$ cat src/rtl/vend_pkg.sv
// Shared types and constants for the vending-machine front end:
// command encoding, switch bit positions and the conditioner FSM states.
package vend_pkg;

   typedef logic [2:0] cmd_t;

   localparam cmd_t CMD_NONE   = 3'd0;
   localparam cmd_t CMD_HALF   = 3'd1;
   localparam cmd_t CMD_ONE    = 3'd2;
   localparam cmd_t CMD_COLA   = 3'd3;
   localparam cmd_t CMD_TEA    = 3'd4;
   localparam cmd_t CMD_MILK   = 3'd5;
   localparam cmd_t CMD_SUPPLY = 3'd6;
   localparam cmd_t CMD_RETURN = 3'd7;

   localparam int NUM_SW    = 7;
   localparam int SW_HALF   = 0;
   localparam int SW_ONE    = 1;
   localparam int SW_COLA   = 2;
   localparam int SW_TEA    = 3;
   localparam int SW_MILK   = 4;
   localparam int SW_SUPPLY = 5;
   localparam int SW_RETURN = 6;

   localparam logic [1:0] ST_WAIT_PRESS   = 2'd0;
   localparam logic [1:0] ST_EMIT         = 2'd1;
   localparam logic [1:0] ST_WAIT_RELEASE = 2'd2;

   // Switch positions are laid out so that each command code is index + 1.
   function automatic cmd_t sw_encode(input logic [NUM_SW-1:0] sw);
      cmd_t code;
      code = CMD_NONE;
      for (int i = 0; i < NUM_SW; i++) begin
         if (sw[i]) code = cmd_t'(i + 1);
      end
      return code;
   endfunction

   function automatic logic sw_onehot(input logic [NUM_SW-1:0] sw);
      return $onehot(sw);
   endfunction

endpackage

$ cat src/rtl/vend_debounce.sv
// Two-flop synchroniser and stable-count debouncer for the action button;
// press_evt pulses for one cycle when the debounced level rises.
module vend_debounce #(
   parameter int DEBOUNCE_CYCLES = 1000000,
   parameter int CNT_W           = 20
) (
   input  logic clk,
   input  logic rst,
   input  logic raw,
   output logic act_db,
   output logic press_evt
);

   localparam logic [CNT_W-1:0] CNT_MAX = CNT_W'(DEBOUNCE_CYCLES - 1);

   logic [1:0]       sync;
   logic             act_s;
   logic [CNT_W-1:0] cnt;

   assign act_s = sync[1];

   // act_db resets high so a button held through reset must be released first.
   always_ff @(posedge clk or posedge rst) begin
      if (rst) begin
         sync      <= 2'b00;
         cnt       <= '0;
         act_db    <= 1'b1;
         press_evt <= 1'b0;
      end else begin
         sync      <= {sync[0], raw};
         press_evt <= 1'b0;
         if (act_s == act_db) begin
            cnt <= '0;
         end else if (cnt == CNT_MAX) begin
            act_db    <= ~act_db;
            cnt       <= '0;
            press_evt <= ~act_db;
         end else begin
            cnt <= cnt + 1'b1;
         end
      end
   end

endmodule

$ cat src/rtl/vend_cmd_conditioner.sv
// Command front end: synchronises switches, validates each clean press
// and offers one encoded command on a valid/ready handshake.
module vend_cmd_conditioner
   import vend_pkg::*;
#(
   parameter int DEBOUNCE_CYCLES = 1000000,
   parameter int CNT_W           = 20
) (
   input  logic       clk,
   input  logic       rst,
   input  logic       halfyuan,
   input  logic       oneyuan,
   input  logic       sell_cola,
   input  logic       sell_tea,
   input  logic       sell_milk,
   input  logic       supply,
   input  logic       coin_return,
   input  logic       action,
   output logic       cmd_valid,
   output logic [2:0] cmd_code,
   input  logic       cmd_ready,
   output logic       err_pulse,
   output logic       busy
);

   logic [NUM_SW-1:0] sw_raw;
   logic [NUM_SW-1:0] sw_m;
   logic [NUM_SW-1:0] sw_s;
   logic [1:0]        state;
   logic              act_db;
   logic              press_evt;

   assign sw_raw = {coin_return, supply, sell_milk, sell_tea,
                    sell_cola, oneyuan, halfyuan};

   vend_debounce #(
      .DEBOUNCE_CYCLES(DEBOUNCE_CYCLES),
      .CNT_W          (CNT_W)
   ) u_debounce (
      .clk      (clk),
      .rst      (rst),
      .raw      (action),
      .act_db   (act_db),
      .press_evt(press_evt)
   );

   assign busy = (state != ST_WAIT_PRESS);

   always_ff @(posedge clk or posedge rst) begin
      if (rst) begin
         sw_m      <= '0;
         sw_s      <= '0;
         state     <= ST_WAIT_RELEASE;
         cmd_valid <= 1'b0;
         cmd_code  <= CMD_NONE;
         err_pulse <= 1'b0;
      end else begin
         sw_m      <= sw_raw;
         sw_s      <= sw_m;
         err_pulse <= 1'b0;
         unique case (state)
            ST_WAIT_PRESS: begin
               if (press_evt) begin
                  if (sw_onehot(sw_s)) begin
                     cmd_code  <= sw_encode(sw_s);
                     cmd_valid <= 1'b1;
                     state     <= ST_EMIT;
                  end else begin
                     err_pulse <= 1'b1;
                     state     <= ST_WAIT_RELEASE;
                  end
               end
            end
            ST_EMIT: begin
               if (cmd_ready) begin
                  cmd_valid <= 1'b0;
                  cmd_code  <= CMD_NONE;
                  state     <= ST_WAIT_RELEASE;
               end
            end
            ST_WAIT_RELEASE: begin
               if (!act_db) state <= ST_WAIT_PRESS;
            end
            default: state <= ST_WAIT_RELEASE;
         endcase
      end
   end

endmodule

$ cat config.mk
export PLATFORM = sky130hd
export DESIGN_NAME = vend_cmd_conditioner
export DESIGN_NICKNAME = d
export VERILOG_FILES = /design/src/rtl/vend_pkg.sv /design/src/rtl/vend_debounce.sv /design/src/rtl/vend_cmd_conditioner.sv
export SDC_FILE = /design/constraint.sdc
export NUM_CORES = 1
export LEC_CHECK = 0
export ABC_AREA = 0
export ABC_CLOCK_PERIOD_IN_PS = 3600
export BUFFER_PORTS_ARGS = -buffer_cell sky130_fd_sc_hd__buf_4
export CAP_MARGIN = 5
export CELL_PAD_IN_SITES_DETAIL_PLACEMENT = 0
export CELL_PAD_IN_SITES_GLOBAL_PLACEMENT = 1
export CORE_UTILIZATION = 47
export DETAILED_ROUTE_END_ITERATION = 8
export GPL_TIMING_DRIVEN = 0
export PLACE_DENSITY = 0.75
export SKIP_CTS_REPAIR_TIMING = 1
export SLEW_MARGIN = 20
export SYNTH_ARGS = -nofsm -noshare
export SYNTH_HDL_FRONTEND = slang
export SYNTH_SLANG_ARGS = --single-unit
$ cat constraint.sdc
create_clock -name clk -period 3.6 [get_ports clk]
set_input_delay 0.18 -clock clk [delete_from_list [all_inputs] [get_ports clk]]
set_output_delay 0.18 -clock clk [all_outputs]
set_load 0.02 [all_outputs]
==> metrics.cfg, run 1 <==
[yosys]
synth_enable_flop_cells = 0
ys_seq_area_frac = 0.569
synthFlopType = dfrtp_1
synth_area_um2 = 1980
synth.distinct_cells = 39
synth-seq-cells = 45
async_reset_ff_frac = 1.00
synth_mux_area_frac = 0.0126
synth_top_family_by_area = simple AND/OR/NAND/NOR gates
synth_xor_area_frac = 0.0706
syn_area_per_cell_um2 = 11.7
yosys.area_share.simple = 0.192
synth_fa_ha_area_frac = 0.0530
synth_compound_area_frac = 0.0668
yosys_warnings = 0
syn_nets = 187
netlist_instances = 170

[floorplan]
die_x_um = 67.0
core_um2 = 4030
core.rowCount = 23
initial_core_util = 0.493
die_h_um = 67.0
io_pins = 17
dieArea_um2 = 4490

[route]
postRouteWirelength_mm = 3.42
via_per_inst = 5.21
drtAntennaViolNets = 0
num_vias = 1318
drt-initial-drc-count = 61
wl_per_cell_um = 13.5
drcViolationCount = 0
dr.pass1.iters = 4

[final_layout]
multi_input_area_um2 = 790
nFillCells = 347
instances_no_fill = 253
fin_nets = 219
register_area_um2 = 1130
area_growth_pct = 19.4
layout-drive-gt1-share = 0.202
antenna_cells = 0
fin_util = 0.588

[clock_network]
cts_tree = done
clockBufferDepth = 2
clk_pin_slew_ns = 0.08
cts_root_buffer = clkbuf_8
cts_sinks = 45
worstSkewPairLatency_ns = 0.30
cts_buffers = 5
cts-htree-levels = 2

[worst_setup_path]
cpMostUsedCell = fa_1
cp.required_ns = 3.82
endpoint_kind = flop
critPathMaxStageDelay_ns = 0.50
crit_chain = inv_1 > fa_1 > fa_1 > inv_1 > fa_1 > fa_1 > nor3b_2 > and3_1 > a21oi_1 > a41oi_1
worstSetupPathType = reg2reg
worst_ep_arrival_time_ns = 3.50
critical-path-top-delay-family = adder cells
path_max_fanout = 8
cp.buffers_inverters = 2
cpMaxStageDelayCell = fa_1
cp-start-kind = flop

[grt]
grt_max_degree = 29
grt-busiest-layer = met2
grt_overflow = 0
antenna_found_initial = 0
grt.met2_usage = 0.318
grt_util_met1 = 0.213
grt_pass1_wl_mm = 5.88
grt_pass1_vias = 1323
grt_util_met3 = 0.0565
grt_util_all_layers = 0.184

[timing]
whs_ns = 0.182
fin_crit_ns = 3.29
finalCritPeriodShare = 0.913
worst_pin_slew_ns = 0.637
hold_viol = 0
tns_ns = 0
skew_ns = 0.00904
fmax_ghz = 0.304
setup_viol = 0
slew_violations = 0
rsz0062_at_grt = false
relSlewSlack = 0.572

[placement]
port_buffers = 16
dp_cells = 237
dp_hpwl_mm = 2.62
place_congestion = 0.851

[pwr]
ir_drop_mv = 0.292
p_total_mw = 0.898
leakage_nw = 1.06
powerDensity_nw_per_um2 = 379

[job]
maxCapViolCount = 0

[min_path]
min_path_type = in2reg

[outcome]
status = finished clean

-- tightest hold or removal path, delay by kind of cell --
kind | cells | cell delay (ns)
AO/OA/AOI/OAI | 1 | 0.13
buffers and inverters | 1 | 0.08
AND/OR/NAND/NOR | 1 | 0.04
-- power breakdown --
group / leakage, nW / internal, mW / switching, mW / total [mW]
Clock: 0.0445 / 0.137 / 0.168 / 0.306
Sequential: 0.577 / 0.517 / 0.00802 / 0.525
Combinational: 0.439 / 0.0331 / 0.0340 / 0.0671
-- per-stage QoR --
| step | setup slack [ns] | area (µm²) |
|---|---|---|
| 6_report | 0.314 | 2370 |
| 5_1_grt | 0.118 | 2370 |
| 4_1_cts | 0.0290 | 2280 |
| 3_5_place_dp | 0.0418 | 2190 |
| 3_3_place_gp | 0.142 | 2170 |
| 2_1_floorplan | 0.460 | 1980 |
-- sequential cells by signal, summed over array words and instances, names as in the netlist --
name	count
u_debounce.cnt	20
sw_m	7
sw_s	7
cmd_code	3
state	2
u_debounce.sync	2
cmd_valid	1
err_pulse	1
u_debounce.act_db	1
u_debounce.press_evt	1
-- worst paths after layout --
check | start | to | slack (ns) | cells after the start
min | cmd_ready | state[1] | 0.18 | 3
min reg2reg | sw_m[0] | sw_s[0] | 0.35 | 0
max in group asynchronous | rst | state[1] | 2.64 | 4
max | sw_s[3] | cmd_code[1] | 0.31 | 10
min in group asynchronous | rst | u_debounce.cnt[1] | 0.42 | 3
max reg2reg | sw_s[3] | cmd_code[1] | 0.31 | 10
-- Yosys cell counts (2+ instances only) --
library cell	count	share of area
o21ai_0	4	0.010
a21oi_1	8	0.020
nand2_1	7	0.013
nand3_2	2	0.010
nor4_1	6	0.019
dfrtp_1	43	0.54
xnor2_1	13	0.057
dfstp_2	2	0.026
a21o_1	2	0.0076
and4_1	2	0.0088
and3_1	2	0.0063
fa_1	4	0.040
ha_1	2	0.013
nor3b_1	2	0.0076
nor2_1	24	0.045
inv_1	13	0.025
nand3_1	4	0.010
nand4_1	5	0.016
or3_1	2	0.0063
xor2_1	3	0.013
nor3_1	2	0.0050
-- layout make-up --
type / count / share of cell area
sequential: 45 / 0.476
multi-input combinational: 109 / 0.333
timing repair buffer: 26 / 0.0972
clock buffer: 5 / 0.0291
tap: 50 / 0.0264
inverter: 13 / 0.0206
clock inverter: 3 / 0.00898
buffer: 2 / 0.00792
-- logic make-up after synthesis --
family                   after synthesis
AND/OR/NAND/NOR                       66
adder cells (fa/ha/maj)                6
XOR/XNOR                              16
multiplexers                           2
AO/OA/AOI/OAI                         19
flip-flops                            45
buffers and inverters                 16
-- cell usage in the layout, fill, tap and decap left out, drive strengths merged, types with 2 or more instances in the layout --
| master | synthesis | layout |
|---|---|---|
| nor2 | 24 | 24 |
| nand4 | 6 | 6 |
| xor2 | 3 | 3 |
| xnor2 | 13 | 13 |
| buf | 2 | 19 |
| clkbuf | 1 | 5 |
| ha | 2 | 2 |
| and3 | 3 | 3 |
| nor3b | 2 | 2 |
| nor4 | 7 | 7 |
| a21oi | 8 | 8 |
| a21o | 2 | 2 |
| fa | 4 | 4 |
| and4 | 2 | 2 |
| nand2 | 7 | 7 |
| o21ai | 4 | 4 |
| inv | 13 | 14 |
| or3 | 3 | 3 |
| nor3 | 2 | 2 |
| nand3 | 6 | 6 |
| dlygate4sd3 | 0 | 9 |
| dfrtp | 43 | 43 |
| dfstp | 2 | 2 |
-- layer usage --
metal  up-vias  share of wire
met5         -              0
met4         0          0.015
met3         5          0.035
met2        18           0.53
met1       651           0.42
li1        644              -
Power figures use the tool's default switching activity.
==> run 2, diff against run 1 <==
- RECOVER_POWER: unset -> 50
==> metrics.cfg, run 2 (same netlist as run 1, synthesis figures left out) <==
[timing]
rsz0062_at_grt = false
tns_ns = 0
worst_pin_slew_ns = 1.41
setup_viol = 0
fmax_ghz = 0.304
skew_ns = 0.00901
slew_violations = 0
fin_crit_ns = 3.29
finalCritPeriodShare = 0.914
hold_viol = 0
relSlewSlack = 0.0595

[placement]
port_buffers = 16
place_congestion = 0.851
dp_cells = 237
dp_hpwl_mm = 2.62

[clock_network]
cts_sinks = 45
cts_root_buffer = clkbuf_8
clockBufferDepth = 2
cts-htree-levels = 2
clk_pin_slew_ns = 0.08
worstSkewPairLatency_ns = 0.30
cts_tree = done
cts_buffers = 5

[final_layout]
top_register = u_debounce.cnt
fin_nets = 219
most-common-layout-cells = dfrtp_1 (43), nor2_1 (24), inv_1 (13), xnor2_1 (13)
antenna_cells = 0
final_common_cell = dfrtp_1
layout-drive-gt1-share = 0.192
register_area_um2 = 1130
area_growth_pct = 18.5
instances_no_fill = 253
largest_reg_flops = 20
reg_top3 = u_debounce.cnt (20), sw_m (7), sw_s (7)
multi_input_area_um2 = 790
nFillCells = 350

[worst_setup_path]
reg2regPathDepth = 10
r2r_end = cmd_code[1]
worst_ep_arrival_time_ns = 3.50
cp-start-kind = flop
cp.required_ns = 3.82
ff2ff_setup_slack_ns = 0.31
rr_startpoint = sw_s[3]
endpoint_kind = flop
worstSetupPathType = reg2reg
path_max_fanout = 8

[route]
num_vias = 1311
via_per_inst = 5.18
drt-initial-drc-count = 59
dr.pass1.iters = 4
drcViolationCount = 0
drtAntennaViolNets = 0
wl_per_cell_um = 13.5
postRouteWirelength_mm = 3.41

[floorplan]
initial_core_util = 0.493
die_x_um = 67.0
core.rowCount = 23
dieArea_um2 = 4490
io_pins = 17
die_h_um = 67.0
core_um2 = 4030

[outcome]
status = finished clean

[grt]
grt_overflow = 0
grt_max_degree = 29
antenna_found_initial = 0
grt_util_all_layers = 0.184
grt_pass1_vias = 1323
grt_pass1_wl_mm = 5.88

[pwr]
leakage_nw = 1.05
ir_drop_mv = 0.290
p_total_mw = 0.894
powerDensity_nw_per_um2 = 380

[min_path]
hold_path_end = state[1]
min_path_type = in2reg
hold_path.startpoint = cmd_ready
hold_path_depth = 3

[job]
maxCapViolCount = 0

-- run 2: cell types whose count changed in the layout (fill, tap and decap cells not counted) --
cell,before,now
buf_12,1,0
buf_4,17,8
clkbuf_1,0,1
clkbuf_4,0,9
inv_1,12,13
inv_2,1,0
-- run 2: stage by stage --
stage,hold WS [ns],util,instance area [µm²],setup slack [ns]
CTS,-0.136,0.565,2280,0.0290
detailed placement,0.199,0.543,2190,0.0418
floorplan,0.211,-,1980,0.460
global route,0.190,0.584,2350,0.118
finish,0.183,0.584,2350,0.311
global placement,0.289,0.538,2170,0.142
-- run 2: final cells by class --
class | instances | area share
well taps | 50 | 0.0266
multi-input cells | 109 | 0.336
clock inverters | 3 | 0.00904
repair buffers | 26 | 0.0910
clock buffers | 5 | 0.0293
plain buffers | 2 | 0.00798
inverters | 13 | 0.0207
flip-flops and latches | 45 | 0.480
-- run 2: critical path, stage by stage (launching register included) --
cell and delay, ns:
dfrtp_1 0.40, inv_1 0.10, fa_1 0.44, fa_1 0.50, inv_1 0.05, fa_1 0.37, fa_1 0.45, nor3b_2 0.29
and3_1 0.35, a21oi_1 0.08, a41oi_1 0.18
-- run 2: layer usage --
| layer | routed length [µm] | share of wire | track usage | vias to the layer above |
|---|---|---|---|---|
| li1 | - | - | - | 645 |
| met4 | 53 | 0.016 | 0.0638 | 0 |
| met1 | 1440 | 0.42 | 0.213 | 645 |
| met2 | 1810 | 0.53 | 0.318 | 16 |
| met3 | 105 | 0.031 | 0.0565 | 5 |
| met5 | 0 | 0 | 0 | - |
-- run 2: worst max path at each step --
stage	slack, ns	to	from
after floorplan	0.46	cmd_code[1]	sw_s[1]
after global placement	0.14	cmd_code[1]	sw_s[1]
after detailed placement	0.04	cmd_code[1]	sw_s[3]
after CTS	0.03	cmd_code[1]	sw_s[3]
after global routing	0.12	cmd_code[1]	sw_s[1]
final	0.31	cmd_code[1]	sw_s[3]
-- run 2: power by group --
part | switching (mW) | total (mW) | internal (mW)
Clock | 0.168 | 0.305 | 0.137
Sequential | 0.00801 | 0.525 | 0.517
Combinational | 0.0334 | 0.0640 | 0.0306
==> run 3, diff against run 2 <==
--- a/config.mk
+++ b/config.mk
@@ -13,6 +13,6 @@
 export CELL_PAD_IN_SITES_GLOBAL_PLACEMENT = 1
-export CORE_UTILIZATION = 47
+export CORE_UTILIZATION = 40
 export DETAILED_ROUTE_END_ITERATION = 8
 export GPL_TIMING_DRIVEN = 0
-export PLACE_DENSITY = 0.75
+export PLACE_DENSITY = 0.65
 export RECOVER_POWER = 50
==> constraint.sdc (replaced) <==
create_clock -name clk -period 3.6 [get_ports clk]
set_input_delay 0.72 -clock clk [delete_from_list [all_inputs] [get_ports clk]]
set_output_delay 0.72 -clock clk [all_outputs]
set_load 0.1 [all_outputs]
==> metrics.cfg, run 3 (same netlist as run 1, synthesis figures left out) <==
[outcome]
status = complete, but fails checks
violations = capacitance limit, slew limit

[timing]
tns_ns = 0
rsz0062_at_grt = false
hold_viol = 0
worst_pin_slew_ns = 1.79
fin_crit_ns = 3.34
skew_ns = 0.00145
slew_violations = 36
fmax_ghz = 0.299
setup_viol = 0
whs_ns = 0.353
relSlewSlack = -0.190
finalCritPeriodShare = 0.928

[clock_network]
cts_tree = done
clockBufferDepth = 2
cts-htree-levels = 2
cts_root_buffer = clkbuf_8
cts_sinks = 45
worstSkewPairLatency_ns = 0.30
clk_pin_slew_ns = 0.09
cts_buffers = 5

[worst_setup_path]
path_max_fanout = 8
endpoint_kind = flop
crit_chain = inv_1 > fa_1 > fa_1 > inv_1 > fa_1 > fa_1 > nor3b_2 > and3_1 > clkbuf_1 > o21ai_0 > o21ai_0
critPathMaxStageDelay_ns = 0.49
cpMaxStageDelayCell = fa_1
cpMostUsedCell = fa_1
cp-start-kind = flop
worst_ep_arrival_time_ns = 3.56
cp.required_ns = 3.82
worstSetupPathType = reg2reg

[placement]
port_buffers = 16
dp_hpwl_mm = 2.44
place_congestion = 0.829

[floorplan]
dieArea_um2 = 5250
initial_core_util = 0.417
core_um2 = 4750
io_pins = 17
die_x_um = 72.4
core.rowCount = 25
die_h_um = 72.4

[final_layout]
largest_reg_flops = 20
area_growth_pct = 15.5
reg_top3 = u_debounce.cnt (20), sw_m (7), sw_s (7)
most-common-layout-cells = dfrtp_1 (43), nor2_1 (24), inv_1 (13), xnor2_1 (13), clkbuf_4 (9)
layout-drive-gt1-share = 0.200
nFillCells = 455
antenna_cells = 0
fin_nets = 211
top_register = u_debounce.cnt
final_common_cell = dfrtp_1
fin_util = 0.482

[route]
drtAntennaViolNets = 0
dr.pass1.iters = 4
num_vias = 1278
postRouteWirelength_mm = 3.35
drcViolationCount = 0
wl_per_cell_um = 12.8
drt-initial-drc-count = 61
via_per_inst = 4.88

[grt]
grt_overflow = 0
grt_max_degree = 36
grt_util_met1 = 0.200
grt_util_all_layers = 0.152
grt.met2_usage = 0.223
grt-busiest-layer = met2
grt_pass1_wl_mm = 5.87
grt_pass1_vias = 1271
antenna_found_initial = 0
grt_util_met3 = 0.0431

[min_path]
min_path_type = reg2reg

[pwr]
powerDensity_nw_per_um2 = 393
p_total_mw = 0.901
leakage_nw = 1.02
ir_drop_mv = 0.241

[job]
maxCapViolCount = 1

## run 3: cell type report
| type | instances | area [µm²] | area share |
|---|---|---|---|
| inverter | 13 | 48.8 | 0.0213 |
| timing repair buffer | 17 | 124 | 0.0540 |
| multi-input combinational | 109 | 790 | 0.344 |
| clock buffer | 5 | 68.8 | 0.0300 |
| tap | 67 | 83.8 | 0.0366 |
| clock inverter | 3 | 26.3 | 0.0115 |
| sequential | 45 | 1130 | 0.492 |
| buffer | 3 | 22.5 | 0.00983 |
## run 3: worst paths after layout
path	depth (start not counted)	slack [ns]	from	endpoint
min in group asynchronous	2	0.40	rst	u_debounce.cnt[16]
max in group asynchronous	3	1.20	rst	u_debounce.cnt[3]
max reg2reg	11	0.26	sw_s[3]	cmd_code[0]
max	11	0.26	sw_s[3]	cmd_code[0]
min	0	0.35	sw_m[2]	sw_s[2]
min reg2reg	0	0.35	sw_m[2]	sw_s[2]
## run 3: power breakdown
group          internal, mW  switching (mW)  leakage, nW
combinational        0.0239          0.0317        0.393
sequential            0.517         0.00806        0.577
clock                 0.141           0.179       0.0487
## run 3: per-layer routing
metal  vias up  wire [µm]
met2        20       1450
met1       620       1700
met4         0         87
met5         -          0
met3        10        108
li1        628          -
## run 3: stage by stage
step / instance area (µm²) / worst slack, ns / std cells
after floorplan: 1980 / 0.429 / 170
after global placement: 2190 / 0.217 / 253
after detailed placement: 2210 / 0.162 / 254
after CTS: 2300 / 0.129 / 262
after global routing: 2290 / 0.0197 / 262
final: 2290 / 0.257 / 262
## run 3: critical path, delay by kind of cell (launching register included)
family / cells / cell delay, ns
buf+inv: 3 / 0.40
fa+ha+maj: 4 / 1.75
flops: 1 / 0.41
simple gates: 2 / 0.44
compound gates: 2 / 0.26
